## src/rtl/lamp_fpu_i2f_arbiter.sv

```systemverilog
// Round-robin arbiter sharing one lampFPU i2f converter among NUM_REQ
// requesters: valid/ready request ports in, raw i2f result returned to owner.
//
// Ports: clk, rst_n (async, active low)
//   req_valid_i/req_op_i/req_ready_o     per-requester request handshake
//   rsp_valid_o/rsp_ready_i              per-requester response handshake
//   rsp_s/e/f/isToRound/isOvf/isUnf_o    shared captured-result bus
//   i2f_do_o/i2f_op1_o                   converter issue
//   i2f_valid_i, i2f_*_i                 converter result
//   err_spurious_o                       sticky: result seen outside WAIT

package lampFPU_pkg;
  localparam int LAMP_INTEGER_DW = 32;
  localparam int LAMP_FLOAT_E_DW = 8;
  localparam int LAMP_FLOAT_F_DW = 7;
endpackage

module lamp_fpu_i2f_arbiter
  import lampFPU_pkg::*;
#(
  parameter int NUM_REQ = 4
) (
  input  logic                         clk,
  input  logic                         rst_n,
  input  logic [NUM_REQ-1:0]           req_valid_i,
  input  logic [NUM_REQ*LAMP_INTEGER_DW-1:0] req_op_i,
  output logic [NUM_REQ-1:0]           req_ready_o,
  output logic [NUM_REQ-1:0]           rsp_valid_o,
  input  logic [NUM_REQ-1:0]           rsp_ready_i,
  output logic                         rsp_s_o,
  output logic [LAMP_FLOAT_E_DW-1:0]   rsp_e_o,
  output logic [LAMP_FLOAT_F_DW+4:0]   rsp_f_o,
  output logic                         rsp_isToRound_o,
  output logic                         rsp_isOvf_o,
  output logic                         rsp_isUnf_o,
  output logic                         i2f_do_o,
  output logic [LAMP_INTEGER_DW-1:0]   i2f_op1_o,
  input  logic                         i2f_valid_i,
  input  logic                         i2f_s_i,
  input  logic [LAMP_FLOAT_E_DW-1:0]   i2f_e_i,
  input  logic [LAMP_FLOAT_F_DW+4:0]   i2f_f_i,
  input  logic                         i2f_isToRound_i,
  input  logic                         i2f_isOvf_i,
  input  logic                         i2f_isUnf_i,
  output logic                         err_spurious_o
);

  localparam int ID_W = $clog2(NUM_REQ);
  localparam int W = LAMP_INTEGER_DW;

  typedef enum logic [1:0] {
    ARB, ISSUE, WAIT, RESP
  } state_t;

  state_t state, stateNxt;

  logic [ID_W-1:0] rrPtr;
  logic [ID_W-1:0] owner;
  logic [ID_W-1:0] grant;
  logic            found;
  logic            accept;
  logic            capture;
  logic [W-1:0]    opQ;

  logic                       resS;
  logic [LAMP_FLOAT_E_DW-1:0] resE;
  logic [LAMP_FLOAT_F_DW+4:0] resF;
  logic                       resRnd;
  logic                       resOvf;
  logic                       resUnf;
  logic                       errQ;

  // Circular search starting at rrPtr.
  always_comb begin
    int idx;
    idx   = 0;
    found = 1'b0;
    grant = '0;
    for (int i = 0; i < NUM_REQ; i++) begin
      idx = (int'(rrPtr) + i) % NUM_REQ;
      if (!found && req_valid_i[ID_W'(idx)]) begin
        found = 1'b1;
        grant = ID_W'(idx);
      end
    end
  end

  assign accept  = (state == ARB) && found;
  assign capture = (state == WAIT) && i2f_valid_i;

  always_comb begin
    stateNxt    = state;
    i2f_do_o    = 1'b0;
    req_ready_o = '0;
    rsp_valid_o = '0;
    unique case (state)
      ARB: begin
        if (found) begin
          req_ready_o[grant] = 1'b1;
          stateNxt = ISSUE;
        end
      end
      ISSUE: begin
        i2f_do_o = 1'b1;
        stateNxt = WAIT;
      end
      WAIT: begin
        if (i2f_valid_i) stateNxt = RESP;
      end
      RESP: begin
        rsp_valid_o[owner] = 1'b1;
        if (rsp_ready_i[owner]) stateNxt = ARB;
      end
      default: stateNxt = ARB;
    endcase
  end

  always_ff @(posedge clk or negedge rst_n) begin
    if (!rst_n) state <= ARB;
    else        state <= stateNxt;
  end

  always_ff @(posedge clk or negedge rst_n) begin
    if (!rst_n) begin
      rrPtr <= '0;
      owner <= '0;
      opQ   <= '0;
    end else if (accept) begin
      opQ   <= req_op_i[int'(grant)*W +: W];
      owner <= grant;
      rrPtr <= (grant == ID_W'(NUM_REQ-1)) ? '0 : grant + 1'b1;
    end
  end

  always_ff @(posedge clk or negedge rst_n) begin
    if (!rst_n) begin
      resS   <= 1'b0;
      resE   <= '0;
      resF   <= '0;
      resRnd <= 1'b0;
      resOvf <= 1'b0;
      resUnf <= 1'b0;
    end else if (capture) begin
      resS   <= i2f_s_i;
      resE   <= i2f_e_i;
      resF   <= i2f_f_i;
      resRnd <= i2f_isToRound_i;
      resOvf <= i2f_isOvf_i;
      resUnf <= i2f_isUnf_i;
    end
  end

  always_ff @(posedge clk or negedge rst_n) begin
    if (!rst_n) errQ <= 1'b0;
    else if (i2f_valid_i && state != WAIT) errQ <= 1'b1;
  end

  assign i2f_op1_o       = opQ;
  assign rsp_s_o         = resS;
  assign rsp_e_o         = resE;
  assign rsp_f_o         = resF;
  assign rsp_isToRound_o = resRnd;
  assign rsp_isOvf_o     = resOvf;
  assign rsp_isUnf_o     = resUnf;
  assign err_spurious_o  = errQ;

endmodule

```

## config.mk

```make
export PLATFORM = sky130hd
export DESIGN_NAME = lamp_fpu_i2f_arbiter
export DESIGN_NICKNAME = d
export VERILOG_FILES = /design/src/rtl/lamp_fpu_i2f_arbiter.sv
export SDC_FILE = /design/constraint.sdc
export NUM_CORES = 1
export LEC_CHECK = 0
export CAP_MARGIN = 30
export CORE_MARGIN = 2
export CORE_UTILIZATION = 35
export CTS_BUF_LIST = sky130_fd_sc_hd__clkbuf_4 sky130_fd_sc_hd__clkbuf_8
export CTS_CLUSTER_SIZE = 10
export DETAILED_ROUTE_END_ITERATION = 8
export PLACE_DENSITY = 0.8
export SLEW_MARGIN = 10
export SYNTH_ARGS = -nofsm -noshare
export SYNTH_HDL_FRONTEND = slang
export SYNTH_SLANG_ARGS = --single-unit
```

## constraint.sdc

```tcl
create_clock -name clk -period 2.4 [get_ports clk]
set_input_delay 0.48 -clock clk [delete_from_list [all_inputs] [get_ports clk]]
set_output_delay 0.48 -clock clk [all_outputs]
set_load 0.1 [all_outputs]
```

# After elaboration in Yosys (flattened, before gate mapping)
# Cells that the tools add are included.
[word_totals]
reg_bits = 63
latchBits = 0
ramBits = 0
rom_bits = 0
inputBits = 163
wordCells = 80
memories = 0
[classes]
n_addsub = 4
multipliers = 0
div_mod_pow = 0
order_cmp = 8
eq_ne = 8
shift = 1
n_mux = 35
bitwise_logic = 0
reduce_logical = 13
[ops]
columns = ["op", "count"]
rows = [
  ["128-bit by 8-bit indexed part select with 32-bit output", 1],
  ["2-bit by 4-bit less-than comparator with 1-bit output (second input constant)", 4],
  ["1-bit 2-to-1 mux", 16],
  ["2-bit 2-to-1 mux", 8],
  ["4-bit 2-to-1 mux", 3],
  ["1-bit binary-select mux with 2-bit select", 5],
  ["1-bit logical AND", 8],
  ["2-bit inequality test (second input constant)", 4],
  ["2-bit one-hot mux with 4 select lines", 1],
  ["2-bit == test (second input constant)", 3],
  ["2-bit by 3-bit less-than comparator with 1-bit output (second input constant)", 2],
  ["2-bit by 1-bit adder with 2-bit output (second input constant)", 2],
  ["2-bit adder (second input constant)", 2],
  ["1-bit demux with 2-bit select", 2],
  ["2-bit by 1-bit greater-or-equal comparator with 1-bit output (second input constant)", 2],
  ["1-bit zero test", 3],
  ["3-bit AND reduction", 1],
  ["2-bit by 1-bit == test with 1-bit output (second input constant)", 1],
  ["2-bit zero test", 1],
]

# Depth between registers and ports, before layout
# Gate-level depths: netlist of the first run.
[depth]
depth_word = 19
depth_mapped = 9

# Least setup slack after synthesis of the first run
# Ideal clock, no wire load.
[synth_timing]
kind = "in2out"
from = "input port req_valid_i[3]"
to = "output port req_ready_o[0]"
t_arrival_ns = 3.293
setup_slack_ns = -1.373
stages = 6
path_buffers = 2
path_cell_list = "a21boi_1 o221ai_2 buf_6 buf_6 inv_2 nor3_1"
[synth_via]
elab_chain_len = 19
[synth_rtl]
columns = ["item", "line_no", "text"]
rows = [
  ["from (decl)", "25", "input logic [NUM_REQ-1:0] req_valid_i,"],
  ["1-bit binary-select mux with 2-bit select", "81", "if (!found && req_valid_i[ID_W'(idx)]) begin"],
  ["1-bit 2-to-1 mux (not written as such) (2 in series)", "81", ""],
  ["1-bit 2-to-1 mux", "81", ""],
  ["1-bit zero test", "81", ""],
  ["1-bit logical AND", "81", ""],
  ["1-bit 2-to-1 mux", "81", ""],
  ["1-bit zero test", "81", ""],
  ["1-bit logical AND", "81", ""],
  ["(+2 left out)", "--", ""],
  ["1-bit logical AND", "81", ""],
  ["2-bit 2-to-1 mux", "81", ""],
  ["2-bit by 3-bit less-than comparator with 1-bit output (not written as such) or 2-bit by 1-bit greater-or-equal comparator with 1-bit output (tied branches)", "99", "req_ready_o[grant] = 1'b1;"],
  ["1-bit logical AND (not written as such)", "99", ""],
  ["1-bit 2-to-1 mux (not written as such)", "99", ""],
  ["1-bit demux with 2-bit select", "99", ""],
  ["4-bit 2-to-1 mux (*)", "98", "if (found) begin"],
  ["4-bit 2-to-1 mux (*)", "96", "unique case (state)"],
  ["to (decl)", "27", "output logic [NUM_REQ-1:0] req_ready_o,"],
]
# Every way passes the cells marked *; elsewhere a longest branch is shown, timed or not. The select of a mux whose other input is x is not followed.

# Worst setup path in the final report of the first run
[layout_timing]
from = "input port req_valid_i[1]"
to = "output port req_ready_o[0]"
# Same word-level chain as after synthesis.

==> out/metrics.cfg, run 1 <==
[setup_path]
startpoint_type = primary input
cp.required_ns = 1.92
worstSetupPathType = in -> out
end_kind = output pin
crit_path_frequent_cell = buf_4
r2r_cells = 7
worstReg2RegStart = rrPtr[1]
cp.arrival_ns = 1.85
slowest_stage = nor4_4
rr_endpoint = i2f_op1_o[25]
cp_cell_sequence = dlygate4sd2_1 -> buf_4 -> nor4_4 -> buf_4 -> nand2b_1 -> nor3_4 -> buf_12
slowest_delay_ns = 0.35
r2r_setup_slack_ns = 0.44
crit_fanout = 3
startpoint = req_valid_i[1]

[timing]
finalSetupViolCount = 0
min_period_ns = 2.33
rsz0062_at_grt = no
tightest_slew_ns = 0.429
maxSlewHeadroom = 0.714
hold_viol_final = 0
slew_violations = 0
max_freq_ghz = 0.428
finClkSkew_ns = 0.00849
timing.final.crit_share = 0.973

[yosys]
synth_top_area_cell = dfrtp_1
ys_async_sr_fraction = 1.00
synth_area_leaders = dfrtp_1 47%, mux2i_1 19%, o221ai_1 8.3%
ys_seq_area_frac = 0.469
synth_cells = 285
ys_seq_elements = 63
synth-edff-count = 0
synth_area_mm2 = 0.00336
synth_flop_cell = dfrtp_1
synth_cell_type_count = 34
synth.top_cell.area_share = 0.469
ys_warn_count = 0
avgSynthCellArea_um2 = 11.8
syn_nets = 453

[placed_design]
place_congestion = 0.774
hpwl_um = 8620
numPortBuffers = 228
post-place-cells = 642

[finish]
nNetsFinal = 696
fillCellCount = 781
final_cell_count_no_fill = 663
areaGrowthSynthToFinish_pct = 79.6
drive_gt1_frac = 0.278

[global_route]
grt_pass1_vias = 3378
grt_use_total = 0.210
grt_pass1_wl_um = 16800
antenna_found_initial = 1
grt_max_degree = 38
grt_overflow = 0

[route]
dr.pass1.iters = 4
routed_wirelength_um = 11000
vias = 3243
via_per_inst = 4.89
wl_per_cell_um = 16.7
drcViolationCount = 0
drt_iter0_markers = 70
ant_nets = 0

[die]
core_area_mm2 = 0.00928
io_pins = 229
die_h_um = 102
die_area_mm2 = 0.0104
start_util = 0.362
die_x_um = 102
rows = 35

[clock_tree]
cts_hold_buf = 0
cts_sinks = 63
clkLatencyLatePin_ns = 0.34
numCtsBuffers = 9
root_buffer = clkbuf_8
h-tree-depth = 3
cts_tree = done
clk_path_buf_depth = 2
path_clk_slew_ns = 0.08

[flow_run]
maxCapViolations = 0

[outcome]
status = finished, final reports clean

[min_path]
holdCritPathClass = in -> async

[worst max-delay path by stage]
stage,endpoint,cells past startpoint
floorplan,req_ready_o[0],6
global placement,req_ready_o[3],7
detailed placement,req_ready_o[3],7
CTS,req_ready_o[0],6
global route,req_ready_o[0],6
finish,req_ready_o[0],7
[worst max-delay path, delay by kind of cell]
kind                   cells  cell delay (ns)
buffers and inverters      4             0.77
AND/OR/NAND/NOR            3             0.59
[cells by family (layout without fill, tap and decap cells)]
logic type,count (synthesis),in the layout,share of synthesized area
muxes,90,90,0.281
DFF,63,63,0.469
and+or+nand+nor,60,60,0.0797
AOI/OAI and AO/OA,43,43,0.113
buffers and inverters,24,272,0.0391
adders and majority gates,5,5,0.0186
other,0,1,0
[metrics by stage]
stage	hold slack [ns]	util	cell area [µm²]	setup slack [ns]	setup TNS [ns]
floorplan	0.184	-	3380	-0.534	-0.730
global placement	0.434	0.622	5780	-0.124	-0.326
detailed placement	0.449	0.622	5780	-0.164	-1.26
CTS	0.0728	0.646	6000	0.00624	0
global route	0.0793	0.650	6040	0.0102	0
finish	0.0664	0.650	6040	0.0659	0
[repair_timing]
item | in CTS | in global routing
gates resized for setup | 9 | 4
buffers inserted | 2 | 2
pin swaps | 4 | 1
setup endpoints to repair | 4 | 4
[final cells by class]
class | instances | area (µm²) | area share
tap | 129 | 161 | 0.0267
multi-input combinational | 198 | 1710 | 0.283
clock buffer | 10 | 138 | 0.0228
inverter | 5 | 18.8 | 0.00311
sequential | 63 | 1580 | 0.262
antenna | 1 | 2.50 | 0.000415
clock inverter | 6 | 60.1 | 0.00995
timing repair buffer | 251 | 2370 | 0.392
[sequential cells by signal, indices dropped and copies added, names as in the netlist]
signal           count
err_spurious_o       1
rsp_e_o              8
rsp_f_o             12
rsp_isOvf_o          1
rsp_isUnf_o          1
state                2
rrPtr                2
rsp_s_o              1
i2f_op1_o           32
owner                2
rsp_isToRound_o      1
[layer usage]
metal / share of wire / up-vias / track usage
li1: - / 1548 / -
met1: 0.39 / 1563 / 0.249
met2: 0.53 / 120 / 0.370
met3: 0.062 / 12 / 0.0561
met4: 0.013 / 0 / 0.0687
met5: 0 / - / 0
[cells in the mapped netlist (2+ instances only)]
library cell	instances
o221ai_1	32
nand2b_1	2
nand2_1	43
ha_1	5
mux2_2	24
and3_1	2
inv_1	4
nor3b_1	2
buf_4	2
buf_6	3
nor2b_1	2
o21ai_1	2
dfrtp_1	63
mux2i_1	65
clkbuf_1	4
buf_2	9
nor2_1	4
[cell usage in the layout, fill, tap and decap left out, types with 2 or more instances in the layout]
cell	synthesis	final
ha_1	5	4
nand2b_1	2	2
mux2_2	24	24
clkinvlp_4	0	2
nor3b_2	0	2
nand2_1	43	43
dfrtp_1	63	61
buf_12	0	7
clkinv_2	0	3
o221ai_1	32	32
nor2_2	1	2
clkbuf_8	0	10
buf_4	2	82
inv_1	4	4
o21ai_1	2	2
dlygate4sd2_1	0	4
clkdlybuf4s50_1	0	157
nor2_1	4	3
dfrtp_2	0	2
mux2i_1	65	65
Power of run 1 is not shown: default switching activity piles up to over one toggle a cycle in this logic, so the estimate is an artifact.
==> run 2: changes to the inputs <==
- CORE_ASPECT_RATIO: unset -> 1.25
- CORE_MARGIN: 2 -> 1
==> run 2 against run 1 <==
Net effect: global-route usage is 1.9 points higher; sequential share of layout area about the same; wire length about the same; core utilization rose by 0.31 points; register-to-register slack worse by 0.03 ns; clock skew shrank 0.0023 ns; non-clock buffer count shrank 5; hold slack improved by 0.026 ns.
==> out/metrics.cfg, run 2 (same netlist as run 1, synthesis figures left out) <==
[route]
via_per_inst = 5.01  ; was 4.89
ant_nets = 0  ; unchanged
drcViolationCount = 0  ; unchanged
vias = 3260  ; was 3243
routed_wirelength_um = 11100  ; was 11000 µm
wl_per_cell_um = 17.0  ; was 16.7 µm
drt_iter0_markers = 83  ; was 70
dr.pass1.iters = 4  ; unchanged

[setup_path]
cp_cell_sequence = nor3b_2 -> a211oi_2 -> nor2_2 -> ha_1 -> and2_2 -> buf_12  ; was dlygate4sd2_1 -> buf_4 -> nor4_4 -> buf_4 -> nand2b_1 -> nor3_4 -> buf_12
end_kind = output pin  ; unchanged
slowest_delay_ns = 0.45  ; was 0.35 ns
slowest_stage = dfrtp_2  ; was nor4_4
crit_fanout = 5  ; was 3
cp.arrival_ns = 1.83  ; was 1.85 ns
cp.required_ns = 1.92  ; about the same
cp_top_family = flip-flops  ; was buffers and inverters
worstSetupPathType = reg -> out  ; was in -> out
critPathBufInv = 1  ; was 4
startpoint_type = register  ; was primary input

[global_route]
antenna_found_initial = 0  ; was 1
use_met1 = 0.234  ; was 0.249
met3_usage = 0.0571  ; was 0.0561
groute.layer.met2.usage = 0.417  ; was 0.370
grt_use_total = 0.229  ; was 0.210
grt_max_degree = 43  ; was 38
grt_pass1_vias = 3419  ; was 3378
grt_overflow = 0  ; unchanged
grt.busiest_layer = met2  ; unchanged
grt_pass1_wl_um = 17000  ; was 16800 µm

[placed_design]
numPortBuffers = 228  ; unchanged
hpwl_um = 8450  ; was 8620 µm
place_congestion = 0.803  ; was 0.774

[finish]
final_cell_mix = 157 x clkdlybuf4s50_1, 78 x buf_4, 65 x mux2i_1  ; was 157 x clkdlybuf4s50_1, 82 x buf_4, 65 x mux2i_1
areaGrowthSynthToFinish_pct = 79.3  ; was 79.6%
fillCellCount = 735  ; was 781
final_common_cell = clkdlybuf4s50_1  ; unchanged
largest_reg_flops = 32  ; unchanged
seq_area_mm2 = 0.00158  ; unchanged
multi_input_area_mm2 = 0.00173  ; was 0.00171 mm²
nNetsFinal = 691  ; was 696
drive_gt1_frac = 0.278  ; about the same
diodes = 0  ; was 1

[clock_tree]
cts_sinks = 63  ; unchanged
path_clk_slew_ns = 0.08  ; about the same
clkLatencyLatePin_ns = 0.35  ; was 0.34 ns
clk_path_buf_depth = 2  ; unchanged
cts_hold_buf = 0  ; unchanged
h-tree-depth = 3  ; unchanged
cts_tree = done  ; unchanged
numCtsBuffers = 9  ; unchanged
root_buffer = clkbuf_8  ; unchanged

[timing]
slew_violations = 0  ; unchanged
finalSetupViolCount = 0  ; unchanged
rsz0062_at_grt = no  ; unchanged
maxSlewHeadroom = 0.649  ; was 0.714
hold_viol_final = 0  ; unchanged
min_period_ns = 2.31  ; was 2.33 ns
max_freq_ghz = 0.433  ; was 0.428 GHz
finClkSkew_ns = 0.00622  ; was 0.00849 ns
timing.final.crit_share = 0.962  ; was 0.973
whs_ns = 0.0929  ; was 0.0664 ns
tightest_slew_ns = 0.527  ; was 0.429 ns

[die]
die_area_mm2 = 0.0100  ; was 0.0104 mm²
io_pins = 229  ; unchanged
start_util = 0.364  ; was 0.362
die_x_um = 89.6  ; was 102 µm
die_h_um = 112  ; was 102 µm
rows = 39  ; was 35
core_area_mm2 = 0.00922  ; was 0.00928 mm²

[outcome]
status = finished, final reports clean  ; unchanged

[flow_run]
maxCapViolations = 0  ; unchanged

[min_path]
holdCritPathClass = in -> async  ; unchanged

[run 2: cell types whose count changed in the layout (fill, tap and decap cells not counted), moves of 2 or more]
cell,before,now
clkinv_2,3,0
buf_4,82,78
inv_6,0,3
clkinvlp_4,2,0
clkinv_4,0,2
[run 2: path summary, 6_finish.rpt]
path / slack, ns / endpoint / from / cells past startpoint
max: 0.09 / req_ready_o[3] / rrPtr[0] / 6
min reg2reg: 0.49 / i2f_op1_o[15] / i2f_op1_o[15] / 2
min in group clk: 0.49 / i2f_op1_o[15] / i2f_op1_o[15] / 2
max in group asynchronous: 1.67 / rrPtr[1] / rst_n / 2
min: 0.09 / rsp_e_o[1] / rst_n / 1
max reg2reg: 0.41 / i2f_op1_o[5] / rrPtr[1] / 7
[run 2: area by class of cell]
class,instances,area share
repair buffers,246,0.385
multi-input cells,198,0.286
flip-flops and latches,63,0.262
well taps,123,0.0255
clock buffers,9,0.0206
clock inverters,7,0.0172
inverters,5,0.00311
[run 2: what timing repair did]
action,4_1_cts,5_1_grt
endpoints found under the setup margin,4,4
pin swaps,4,2
buffers inserted,1,1
gates resized for setup,11,5
[run 2: through the flow]
step	utilization	std cells	instance area (µm²)	worst slack (ns)	TNS [ns]
finish	0.653	651	6030	0.0915	0
global route	0.653	651	6030	0.0176	0
CTS	0.651	650	6000	0.00199	0
detailed placement	0.622	633	5740	-0.134	-1.69
global placement	0.622	633	5740	-0.112	-0.257
floorplan	-	285	3380	-0.534	-0.730
[run 2: routing by layer]
metal | up-vias | routed length [µm]
met5 | - | 0
met4 | 0 | 333
met1 | 1569 | 3810
met3 | 22 | 757
met2 | 130 | 6150
li1 | 1539 | -
Power of run 2 is left out for the same reason.
